==> config.mk <==
export PLATFORM = sky130hd
export DESIGN_NAME = fixed_point_divider
export DESIGN_NICKNAME = d
export VERILOG_FILES = /design/src/rtl/fixed_point_divider.sv
export SDC_FILE = /design/constraint.sdc
export NUM_CORES = 1
export LEC_CHECK = 0
export CAP_MARGIN = 25
export CORE_MARGIN = 3
export CORE_UTILIZATION = 30
export CTS_CLUSTER_SIZE = 12
export DETAILED_ROUTE_END_ITERATION = 8
export PLACE_DENSITY_LB_ADDON = 0.08
export RECOVER_POWER = 50
export SYNTH_ARGS = -nofsm -noshare
export SYNTH_HDL_FRONTEND = slang
export SYNTH_SLANG_ARGS = --single-unit
==> constraint.sdc <==
create_clock -name ctl_clk -period 2.9 [get_ports ctl_clk]
set_input_delay 0.29 -clock ctl_clk [delete_from_list [all_inputs] [get_ports ctl_clk]]
set_output_delay 0.29 -clock ctl_clk [all_outputs]
set_load 0.03 [all_outputs]
==> src/rtl/fixed_point_divider.sv <==
// Multi-cycle restoring divider for signed/unsigned fixed-point operands, one quotient bit per clock.
// Define FIXED_POINT_DIVIDER_SAT_EN to clamp y on overflow instead of wrapping.
module fixed_point_divider #(
    parameter int C_WIDTH     = 32,
    parameter int FIXED_POINT = 8
) (
    input  logic               ctl_clk,
    input  logic               reset,
    input  logic [C_WIDTH-1:0] a,
    input  logic [C_WIDTH-1:0] b,
    input  logic               signed_cal,
    input  logic               trigger,
    output logic [C_WIDTH-1:0] y,
    output logic               ready,
    output logic               done,
    output logic               div_zero,
    output logic               overflow
);

    localparam int N     = C_WIDTH + FIXED_POINT;
    localparam int CNT_W = $clog2(N);

    typedef enum logic [1:0] {IDLE, CALC, FINISH, DONE} state_t;

    state_t             state;
    state_t             state_nxt;
    logic [N-1:0]       dvd;
    logic [N-1:0]       quo;
    logic [C_WIDTH:0]   rem;
    logic [C_WIDTH-1:0] mag_b;
    logic               sgn;
    logic               neg;
    logic [CNT_W-1:0]   cnt;

    logic [C_WIDTH+1:0] rem_sh;
    logic [C_WIDTH+1:0] diff;
    logic               qbit;
    logic               ovf;

    function automatic logic [C_WIDTH-1:0] magnitude(input logic [C_WIDTH-1:0] v, input logic s);
        return (s && v[C_WIDTH-1]) ? (~v + C_WIDTH'(1)) : v;
    endfunction

    function automatic logic [N-1:0] mag_limit(input logic s, input logic n);
        logic [N-1:0] lim;
        if (!s)
            lim = {{FIXED_POINT{1'b0}}, {C_WIDTH{1'b1}}};
        else if (n)
            lim = {{FIXED_POINT{1'b0}}, 1'b1, {(C_WIDTH-1){1'b0}}};
        else
            lim = {{(FIXED_POINT+1){1'b0}}, {(C_WIDTH-1){1'b1}}};
        return lim;
    endfunction

    // Clamp value for the result sign; also the divide-by-zero answer.
    function automatic logic [C_WIDTH-1:0] sat_value(input logic s, input logic n);
        logic [C_WIDTH-1:0] v;
        if (!s)
            v = {C_WIDTH{1'b1}};
        else if (n)
            v = {1'b1, {(C_WIDTH-1){1'b0}}};
        else
            v = {1'b0, {(C_WIDTH-1){1'b1}}};
        return v;
    endfunction

    function automatic logic [C_WIDTH-1:0] wrap_value(input logic [N-1:0] q, input logic n);
        return n ? (~q[C_WIDTH-1:0] + C_WIDTH'(1)) : q[C_WIDTH-1:0];
    endfunction

    // rem[C_WIDTH] is always zero between steps, so the top bit of diff acts as the borrow.
    always_comb begin
        rem_sh = {rem, dvd[N-1]};
        diff   = rem_sh - {2'b00, mag_b};
        qbit   = ~diff[C_WIDTH+1];
        ovf    = quo > mag_limit(sgn, neg);
    end

    always_ff @(posedge ctl_clk or negedge reset) begin
        if (!reset)
            state <= IDLE;
        else
            state <= state_nxt;
    end

    always_comb begin
        state_nxt = state;
        ready     = 1'b0;
        done      = 1'b0;
        case (state)
            IDLE: begin
                ready = 1'b1;
                if (trigger)
                    state_nxt = (b == '0) ? FINISH : CALC;
            end
            CALC: begin
                if (cnt == CNT_W'(N-1))
                    state_nxt = FINISH;
            end
            FINISH: state_nxt = DONE;
            DONE: begin
                done      = 1'b1;
                state_nxt = IDLE;
            end
            default: state_nxt = IDLE;
        endcase
    end

    always_ff @(posedge ctl_clk or negedge reset) begin
        if (!reset) begin
            dvd      <= '0;
            quo      <= '0;
            rem      <= '0;
            mag_b    <= '0;
            sgn      <= 1'b0;
            neg      <= 1'b0;
            cnt      <= '0;
            y        <= '0;
            div_zero <= 1'b0;
            overflow <= 1'b0;
        end else begin
            case (state)
                IDLE: begin
                    if (trigger) begin
                        sgn      <= signed_cal;
                        neg      <= (a[C_WIDTH-1] ^ b[C_WIDTH-1]) & signed_cal;
                        dvd      <= {magnitude(a, signed_cal), {FIXED_POINT{1'b0}}};
                        mag_b    <= magnitude(b, signed_cal);
                        rem      <= '0;
                        quo      <= '0;
                        cnt      <= '0;
                        div_zero <= (b == '0);
                        overflow <= 1'b0;
                    end
                end
                CALC: begin
                    rem <= qbit ? diff[C_WIDTH:0] : rem_sh[C_WIDTH:0];
                    quo <= {quo[N-2:0], qbit};
                    dvd <= {dvd[N-2:0], 1'b0};
                    cnt <= cnt + 1'b1;
                end
                FINISH: begin
                    if (div_zero) begin
                        y <= sat_value(sgn, neg);
                    end else begin
                        overflow <= ovf;
`ifdef FIXED_POINT_DIVIDER_SAT_EN
                        y <= ovf ? sat_value(sgn, neg) : wrap_value(quo, neg);
`else
                        y <= wrap_value(quo, neg);
`endif
                    end
                end
                default: ;
            endcase
        end
    end

endmodule

==> results of run 1 <==
cell type report:
type	count	share of cell area
tap	468	0.0400
multi-input combinational	957	0.437
inverter	74	0.0190
sequential	181	0.309
clock inverter	14	0.0107
clock buffer	18	0.0300
timing repair buffer	254	0.155
metrics by stage:
stage	hold slack (ns)	total power, mW	worst slack [ns]	cells
2_1_floorplan	-0.00559	10.1	0.0719	1287
3_3_place_gp	0.351	13.5	-0.407	1923
3_5_place_dp	0.351	13.5	-0.498	1923
4_1_cts	0.424	16.3	0.000337	1957
5_1_grt	0.317	18.2	-0.0528	1966
6_report	0.279	16.7	0.0716	1966
power groups by stage:
stage | sequential (mW) | combinational, mW | clock [mW]
2_1_floorplan | 4.11 | 6.00 | 0
3_3_place_gp | 3.92 | 9.54 | 0
3_5_place_dp | 3.93 | 9.58 | 0
4_1_cts | 3.89 | 9.90 | 2.46
5_1_grt | 4.01 | 11.7 | 2.55
6_report | 3.89 | 10.5 | 2.37
sequential cells by signal, summed over array words and instances, names as in the netlist:
register	cells
state	2
neg	1
dvd	32
sgn	1
cnt	6
y	32
overflow	1
rem	33
div_zero	1
mag_b	32
quo	40
synthesized netlist by cell type, types with 3 or more instances:
master,n
nor4_2,3
nand2_1,151
and3_1,5
or4_1,12
nand2b_1,13
o41ai_1,11
inv_1,73
a21oi_1,82
or2_2,5
nor4_1,9
or3_1,13
o22a_1,7
ha_1,42
nand3_1,10
a31oi_1,11
a21o_1,17
buf_2,3
nor2_1,89
clkbuf_1,70
nor3_1,10
o211ai_1,17
a211oi_1,4
o31ai_1,15
xor2_1,52
or3_4,3
o22ai_1,15
nor2b_1,5
mux2i_1,21
nand4_1,12
a32oi_1,9
xnor2_1,70
o21ai_0,150
and2_1,9
o2111ai_1,4
o21a_1,9
dfrtp_1,181
a22o_1,42
worst reg2reg max path, stage by stage (launching register included):
cell	delay (ns)
dfrtp_1	0.38
or3_4	0.38
or3_4	0.34
nand2b_4	0.16
or4_4	0.45
or3_4	0.46
o31ai_4	0.21
xnor2_1	0.09
o211ai_1	0.17
o21ai_1	0.09
layer usage:
| layer | share of wire | global-route usage | routed length (µm) | vias to the layer above |
|---|---|---|---|---|
| li1 | - | - | - | 4964 |
| met3 | 0.030 | 0.0266 | 978 | 24 |
| met4 | 0.014 | 0.0416 | 442 | 0 |
| met2 | 0.46 | 0.269 | 14700 | 136 |
| met1 | 0.50 | 0.230 | 15900 | 4677 |
| met5 | 0 | 0 | 0 | - |
logic make-up after synthesis:
logic type	after synthesis	share of synthesized area
muxes	22	0.0197
and+or+nand+nor	357	0.150
adders and majority gates	43	0.0486
xor gates and xnor gates	122	0.0952
AOI/OAI and AO/OA	413	0.233
DFF	181	0.403
buffers and inverters	149	0.0503
worst min-delay path by stage:
stage,startpoint,to,slack [ns]
global placement,reset,y[27],0.35
floorplan,reset,cnt[0],-0.006
global route,b[14],mag_b[14],0.32
CTS,reset,y[25],0.42
detailed placement,reset,y[25],0.35
finish,b[15],mag_b[15],0.28
repair_timing:
action                     CTS  global route
gates cloned                 1             2
setup buffers                0             8
pin swaps                    3            28
hold buffers                 1             0
gates resized for setup     11            49
setup endpoints to repair   29            42
hold endpoints to repair    65             0
==> metrics, run 1 <==
DRC violations left 0; IO Pins 104; area of the multi-input gates 6390 µm²; Clock Tree Root clkbuf_16; GRT overflow 0; Mapped Avg Cell Area around 8.7 µm²; Slew @ Worst Pin 1.75 ns; dpl cell area 13700 µm²; ANT nets after route 0; die height 199 µm; synth unique cells 64; Worst path depth 9; register area about 4500 µm²; pin count of the biggest net entering global routing 70; share of layout cells above drive strength 1 0.155; htree depth 4; Num CTS Buffers 17; Detailed Place HPWL 23200 µm; core area 36800 µm²; total power per unit cell area 1140 nW/µm²; highest-count cells in the layout ignoring fill and taps dfrtp_1 (181), nand2_1 (150), o21ai_0 (137), buf_4 (133), clkdlybuf4s50_1 (98); Total GRT Usage 0.165; max cap viols 1; register area share after synthesis 0.403; status finished with violations; critical path's slowest cell or3_4; Final Core Density 0.398; first-pass GRT wire length about 53000 µm; register share of total power 0.233; Worst Skew 0.0165 ns; FF-to-FF Start quo[2]; Slew headroom -0.169; most used cell, CP or3_4; Clock transition at path regs 0.08 ns; CP Capture Type flop; Synth top area share 0.403; Port Buf Inserts 103; Leak 6.46 nW; crit path DAT 3.16 ns; FFs w/ async S/R, synth 1.00; cell count after synthesis 1287; fill cell count around 3800; # setup viols final 0; row cnt 70; routed wire length around 32000 µm; Final TNS setup 0 ns; Post-synth top flop dfrtp_1; Comb pwr share 0.625; Sw Pwr 7.38 mW; hold crit path type in -> reg; nets@finish 1596; clk sinks 181; CP top delay family simple AND/OR/NAND/NOR gates; Fmax about 350 MHz; vias in the first global route 9959; crit-path max cell delay ~0.46 ns; mapped cell area 11200 µm²; most common cell after layout, fill and taps aside dfrtp_1; Sw Share 0.441; post-synth top area cell dfrtp_1; internal power about 9.3 mW; endpoints failing hold 0; post-synthesis net count 1398; WP buf/inv 0; Crit Path Category reg -> reg; top post-synthesis cells by area dfrtp_1 (40%), o21ai_0 (6.7%), xnor2_1 (5.5%), nand2_1 (5.0%), ha_1 (4.7%); worst skew pair latency 0.45 ns; Setup crit end y[31]; Ant. Diodes 0; Final Max Slew Viols 70; die area between 30000 and 40000 µm²; Synth Register Bits 181; Initial Util 0.305; failing checks capacitance limit, slew limit; Critical path origin quo[2]; via count 9801; power share of the clock group 0.142; Worst Path Max Fanout 5; Max IR drop VDD 0.427 mV; 1st-pass router iterations 4; Startpoint Class flop; worst-case reg-to-reg path depth 9; TritonCTS clock tree done; post-DR vias/cell 4.99; flop-to-flop setup slack 0.07 ns; Post-synth EDFFs 0; worst path required time between 3 and 4 ns; Max Root-Sink Buffers 2; Yosys warning total 0; die width 199 µm; routed len/inst between 15 and 20 µm; WHS Path Cells 4; routability cong. slightly above 0.8; initial antenna violation count 0; post-layout min period 2.83 ns; initial drt markers between 400 and 500; fin area about 15000 µm²; crit-path cells or3_4 > or3_4 > nand2b_4 > or4_4 > or3_4 > o31ai_4 > xnor2_1 > o211ai_1 > o21ai_1; RSZ-0062 raised after global routing yes; fin crit share 0.975; worst r2r dst y[31]; Area growth syn-to-layout 30.4%
(Power assumes the default switching activity.)
==> run 2: changes to the inputs <==
--- a/config.mk
+++ b/config.mk
@@ -8,6 +8,7 @@
 export CAP_MARGIN = 25
 export CORE_MARGIN = 3
 export CORE_UTILIZATION = 30
+export CTS_CLUSTER_DIAMETER = 150
 export CTS_CLUSTER_SIZE = 12
 export DETAILED_ROUTE_END_ITERATION = 8
 export PLACE_DENSITY_LB_ADDON = 0.08
==> constraint.sdc (replaced) <==
create_clock -name ctl_clk -period 3.3 [get_ports ctl_clk]
set_input_delay 0.33 -clock ctl_clk [delete_from_list [all_inputs] [get_ports ctl_clk]]
set_output_delay 0.33 -clock ctl_clk [all_outputs]
set_load 0.03 [all_outputs]
==> run 2 against run 1 <==
Net effect: the run still ends with capacitance limit, slew limit left; count of clock-buffer cells in the layout decreased by 1; via count decreased by 3.5%; clock skew about the same; clock power decreased by 12%; sequential power decreased by 12%; first-iteration DRC count increased by 19%; register-to-register slack improved by 0.18 ns; sequential share of layout area increased by 2.4 points; maximum frequency decreased by 7.1%; non-clock buffer count decreased by 103; wire length decreased by 3.7%; critical path depth increased by 2; largest cell class unchanged.
==> metrics, run 2 (synthesized netlist as in run 1, its figures left out) <==
failing checks capacitance limit, slew limit (unchanged); worst path required time 3.64 ns (was 3.23 ns); Startpoint Class flop (unchanged); Area growth syn-to-layout 21.1% (was 30.4%); top flop regs quo x40, rem x33 (unchanged); Worst Path Max Fanout 13 (was 5); GRT overflow 0 (unchanged); fin area 13600 µm² (was 14600 µm²); routability cong. 0.830 (was 0.813); FF-to-FF Start rem[11] (was quo[2]); total power per unit cell area 968 nW/µm² (was 1140 nW/µm²); Clock Tree Root clkbuf_16 (unchanged); WHS Path Cells 1 (was 4); row cnt 70 (unchanged); most common cell after layout, fill and taps aside dfrtp_1 (unchanged); worst skew pair latency 0.45 ns (about the same); Num CTS Buffers 17 (unchanged); Slew headroom -0.262 (was -0.169); Initial Util 0.305 (unchanged); fill cell count 3851 (was 3834); routed wire length 30900 µm (was 32100 µm); DRC violations left 0 (unchanged); routed len/inst 16.6 µm (was 16.3 µm); status finished with violations (unchanged); first-pass GRT wire length 50900 µm (was 52600 µm); CP top delay family compound AO/OA/AOI/OAI gates (was simple AND/OR/NAND/NOR gates); Detailed Place HPWL 22200 µm (was 23200 µm); Max IR drop VDD 0.416 mV (was 0.427 mV); final hold slack 0.480 ns (was 0.279 ns); crit-path cells ha_1 > a21oi_1 > o211ai_1 > a41oi_1 > o2111ai_1 > a211oi_2 > o21a_1 > xor2_1 > buf_12 > a32o_1 > a31o_2 (was or3_4 > or3_4 > nand2b_4 > or4_4 > or3_4 > o31ai_4 > xnor2_1 > o211ai_1 > o21ai_1); Leak 5.92 nW (was 6.46 nW); die area 39800 µm² (unchanged); Worst Skew 0.0161 ns (was 0.0165 ns); Power Total 13.2 mW (was 16.7 mW); crit path DAT 3.39 ns (was 3.16 ns); # setup viols final 0 (unchanged); ANT nets after route 0 (unchanged); Final Max Slew Viols 70 (unchanged); CP Capture Type flop (unchanged); hold crit path type reg -> reg (was in -> reg); post-DR vias/cell 5.07 (was 4.99); fin crit share 0.923 (was 0.975); Worst path depth 11 (was 9); nets@finish 1493 (was 1596); Crit Path Category reg -> reg (unchanged); max cap viols 1 (unchanged); dpl cells 1830 (was 1923); Top reg by flops quo (unchanged); Max Root-Sink Buffers 2 (unchanged); initial drt markers 505 (was 424); vias in the first global route 9398 (was 9959); endpoints failing hold 0 (unchanged); Ant. Diodes 0 (unchanged); via count 9454 (was 9801); Fmax 328 MHz (was 354 MHz); Total GRT Usage 0.160 (was 0.165); highest-count cells in the layout ignoring fill and taps dfrtp_1 (181), nand2_1 (150), o21ai_0 (150), nor2_1 (88), clkdlybuf4s50_1 (85) (was dfrtp_1 (181), nand2_1 (150), o21ai_0 (137), buf_4 (133), clkdlybuf4s50_1 (98)); clk sinks 181 (unchanged); max reg flops 40 (unchanged); critical path's slowest cell dfrtp_1 (was or3_4); Clock transition at path regs 0.08 ns (about the same); TritonCTS clock tree done (unchanged); die width 199 µm (unchanged); crit-path max cell delay 0.42 ns (was 0.46 ns); 1st-pass router iterations 5 (was 4); pin count of the biggest net entering global routing 71 (was 70); worst-case reg-to-reg path depth 11 (was 9); core area 36800 µm² (unchanged); RSZ-0062 raised after global routing no (was yes); IO Pins 104 (unchanged); htree depth 4 (unchanged); dpl cell area 13000 µm² (was 13700 µm²); initial antenna violation count 0 (unchanged); die height 199 µm (unchanged); Critical path origin rem[11] (was quo[2]); Slew @ Worst Pin 1.89 ns (was 1.75 ns); Port Buf Inserts 103 (unchanged); share of layout cells above drive strength 1 0.0760 (was 0.155); post-layout min period 3.05 ns (was 2.83 ns); WP buf/inv 1 (was 0); Worst Hold Launch y[12] (was b[15]); Final Instance Count excl. Fillers 1863 (was 1966)
-- run 2: timing repair --
action,4_1_cts,5_1_grt
hold buffers,1,0
setup endpoints to repair,0,6
resized for setup,0,2
buffers inserted,0,0
hold endpoints to repair,67,0
-- run 2: worst paths after layout --
check                      endpoint  slack (ns)
setup / recovery            rem[13]        0.25
hold / removal                y[12]        0.48
setup reg to reg            rem[13]        0.25
hold reg to reg               y[12]        0.48
max in group asynchronous  mag_b[8]        0.70
min in group asynchronous   quo[28]        0.95
-- run 2: power breakdown --
| group | internal (mW) | switching (mW) |
|---|---|---|
| sequential | 2.96 | 0.470 |
| combinational | 3.16 | 4.47 |
| clock | 1.03 | 1.07 |
-- run 2: through the flow --
stage	setup slack, ns	util	TNS (ns)
6_report	0.254	0.369	0
5_1_grt	0.0403	0.369	0
4_1_cts	0.166	0.370	0
3_5_place_dp	-0.173	0.353	-0.391
3_3_place_gp	-0.0845	0.353	-0.0845
2_1_floorplan	0.472	-	0
-- run 2: layout make-up --
| class | count | area (µm²) | share of cell area |
|---|---|---|---|
| sequential | 181 | 4530 | 0.333 |
| multi-input combinational | 957 | 6180 | 0.454 |
| clock buffer | 17 | 425 | 0.0313 |
| clock inverter | 15 | 178 | 0.0131 |
| timing repair buffer | 151 | 1420 | 0.104 |
| inverter | 74 | 278 | 0.0204 |
| tap | 468 | 586 | 0.0431 |
-- run 2: worst register-to-register path, delay by kind of cell (launching register included) --
kind	cells	cell delay, ns
buffers and inverters	1	0.17
AO/OA/AOI/OAI	8	1.91
flip-flops	1	0.42
XOR/XNOR	1	0.12
adder cells (fa/ha/maj)	1	0.33
-- run 2: routing by layer --
layer / global-route usage / part of all wire / vias up
li1: - / - / 4752
met1: 0.223 / 0.49 / 4563
met2: 0.263 / 0.47 / 121
met3: 0.0270 / 0.031 / 18
met4: 0.0364 / 0.0099 / 0
met5: 0 / 0 / -
==> run 3: changes to the inputs <==
--- a/config.mk
+++ b/config.mk
@@ -6,13 +6,16 @@
 export NUM_CORES = 1
 export LEC_CHECK = 0
 export CAP_MARGIN = 25
+export CORE_ASPECT_RATIO = 1.25
 export CORE_MARGIN = 3
 export CORE_UTILIZATION = 30
 export CTS_CLUSTER_DIAMETER = 150
 export CTS_CLUSTER_SIZE = 12
 export DETAILED_ROUTE_END_ITERATION = 8
+export GPL_TIMING_DRIVEN = 1
 export PLACE_DENSITY_LB_ADDON = 0.08
 export RECOVER_POWER = 50
+export SLEW_MARGIN = 15
 export SYNTH_ARGS = -nofsm -noshare
 export SYNTH_HDL_FRONTEND = slang
 export SYNTH_SLANG_ARGS = --single-unit
==> run 3 against run 2 <==
Net effect: the run still ends with capacitance limit, slew limit left; sequential share of layout area hardly changed; register-to-register slack worse by 0.11 ns; clock power is 2% lower; worst setup slack worse by 0.11 ns; utilization is 0.24 points higher; global-route usage hardly changed.
==> metrics, run 3 (synthesized netlist as in run 1, its figures left out) <==
clk sinks 181 (unchanged); RSZ-0062 raised after global routing no (unchanged); internal power 7.32 mW (was 7.15 mW); Slew @ Worst Pin 2.41 ns (was 1.89 ns); Comb pwr share 0.585 (was 0.580); post-layout min period 3.15 ns (was 3.05 ns); die height 222 µm (was 199 µm); post-DR vias/cell 5.01 (was 5.07); cts repair resizes 0 (unchanged); ANT nets after route 0 (unchanged); status finished with violations (unchanged); crit path DAT 3.52 ns (was 3.39 ns); 1st-pass router iterations 5 (unchanged); hold crit path type reg -> reg (unchanged); die width 179 µm (was 199 µm); dpl cells 1848 (was 1830); endpoints failing hold 0 (unchanged); Top reg by flops quo (unchanged); top flop regs quo x40, rem x33 (unchanged); row cnt 78 (was 70); failing checks capacitance limit, slew limit (unchanged); # setup viols final 0 (unchanged); IO Pins 104 (unchanged); DRC violations left 0 (unchanged); FF-to-FF Start rem[9] (was rem[11]); CP Capture Type flop (unchanged); worst skew pair latency 0.43 ns (was 0.45 ns); flop-to-flop setup slack 0.15 ns (was 0.25 ns); max reg flops 40 (unchanged); highest-count cells in the layout ignoring fill and taps dfrtp_1 (181), nand2_1 (150), o21ai_0 (150), clkdlybuf4s50_1 (89), nor2_1 (88) (was dfrtp_1 (181), nand2_1 (150), o21ai_0 (150), nor2_1 (88), clkdlybuf4s50_1 (85)); GRT overflow 0 (unchanged); Post-CTS Hold Buffers 0 (was 1); via count 9418 (was 9454); share of layout cells above drive strength 1 0.0743 (was 0.0760); Leak 5.91 nW (was 5.92 nW); Num CTS Buffers 17 (unchanged); Worst Hold Launch y[22] (was y[12]); TritonCTS clock tree done (unchanged); die area 39800 µm² (about the same); Max IR drop VDD 0.428 mV (was 0.416 mV); Final Max Slew Viols 91 (was 70); most common cell after layout, fill and taps aside dfrtp_1 (unchanged); Hold Path End y[22] (was y[12]); Detailed Place HPWL 22900 µm (was 22200 µm); Port Buf Inserts 103 (unchanged); Area growth syn-to-layout 21.2% (was 21.1%); routability cong. 0.839 (was 0.830); worst path required time 3.67 ns (was 3.64 ns); worst r2r dst rem[0] (was rem[13]); total power per unit cell area 968 nW/µm² (about the same); routed wire length 30900 µm (about the same); Sw Share 0.445 (was 0.456); Clock Tree Root clkbuf_16 (unchanged); core area 36600 µm² (was 36800 µm²); register share of total power 0.261 (about the same); Clock transition at path regs 0.07 ns (was 0.08 ns); Crit Path Category reg -> reg (unchanged); worst-case reg-to-reg path depth 11 (unchanged); Final Core Density 0.372 (was 0.369); htree depth 4 (unchanged); Startpoint Class flop (unchanged); routed len/inst 16.4 µm (was 16.6 µm); Total GRT Usage 0.160 (about the same); fin crit share 0.955 (was 0.923); first-pass GRT wire length 51300 µm (was 50900 µm); Slew headroom -0.605 (was -0.262); Worst Skew 0.00916 ns (was 0.0161 ns); nets@finish 1498 (was 1493); Final Instance Count excl. Fillers 1879 (was 1863); Fmax 317 MHz (was 328 MHz); Initial Util 0.307 (was 0.305); vias in the first global route 9633 (was 9398); max cap viols 1 (unchanged); Sw Pwr 5.86 mW (was 6.00 mW); pin count of the biggest net entering global routing 92 (was 71); power share of the clock group 0.155 (was 0.159); Setup Fix Bufs, Post-CTS 0 (unchanged); Max Root-Sink Buffers 2 (unchanged); Ant. Diodes 0 (unchanged); WHS Path Cells 1 (unchanged); initial drt markers 391 (was 505); initial antenna violation count 1 (was 0); Worst Path Max Fanout 8 (was 13)
==> run 3: cell count changes in the layout (fill, tap and decap cells not counted), sizes merged <==
cell	before	now
clkbuf	21	29
inv	79	73
clkinv	9	4
dlygate4sd3	18	13
buf	44	48
clkdlybuf4s50	85	89
bufinv	0	2
clkinvlp	1	3
==> run 3: critical path, stage by stage (launching register included) <==
cell,delay [ns]
dfrtp_1,0.40
ha_1,0.32
a21oi_1,0.28
o211ai_1,0.16
a41oi_1,0.28
o2111ai_1,0.25
a211oi_2,0.36
o21a_1,0.22
xor2_1,0.32
buf_12,0.18
mux2i_1,0.18
a22o_1,0.13
==> run 3: power by group through the flow <==
stage,clock network (mW),logic [mW],registers (mW)
after floorplan,0,5.28,3.61
after global placement,0,7.81,3.47
after detailed placement,0,7.83,3.48
after CTS,2.12,7.85,3.44
after global routing,2.19,8.67,3.54
final,2.04,7.70,3.43
==> run 3: per-stage QoR <==
stage	hold slack (ns)	setup slack (ns)	instance area [µm²]	TNS [ns]	power, mW
after floorplan	0.0344	0.472	11200	0	8.89
after global placement	0.462	-0.0943	13100	-0.112	11.3
after detailed placement	0.469	-0.157	13100	-0.374	11.3
after CTS	0.00112	0.0794	13600	0	13.4
after global routing	0.498	0.00535	13600	0	14.4
final	0.478	0.148	13600	0	13.2
==> run 3: worst max-delay path by stage <==
stage | from | cells past startpoint | slack [ns] | end
finish | rem[9] | 11 | 0.15 | rem[0]
floorplan | rem[9] | 11 | 0.47 | rem[14]
CTS | rem[9] | 11 | 0.08 | rem[1]
global placement | b[13] | 11 | -0.09 | state[0]
detailed placement | b[13] | 11 | -0.16 | state[0]
global route | rem[17] | 11 | 0.005 | rem[8]
==> run 3: routing by layer <==
layer / GRT usage / vias to the layer above / share of wire
met5: 0 / - / 0.00023
li1: - / 4751 / -
met4: 0.0463 / 2 / 0.021
met2: 0.289 / 121 / 0.52
met3: 0.0229 / 33 / 0.024
met1: 0.196 / 4511 / 0.44
==> run 3: cell type report <==
type / instances / area, µm²
clock inverter: 8 / 101
multi-input combinational: 957 / 6170
clock buffer: 23 / 468
fill: 3866 / 23000
timing repair buffer: 156 / 1460
tap: 480 / 601
inverter: 74 / 278
sequential: 181 / 4530
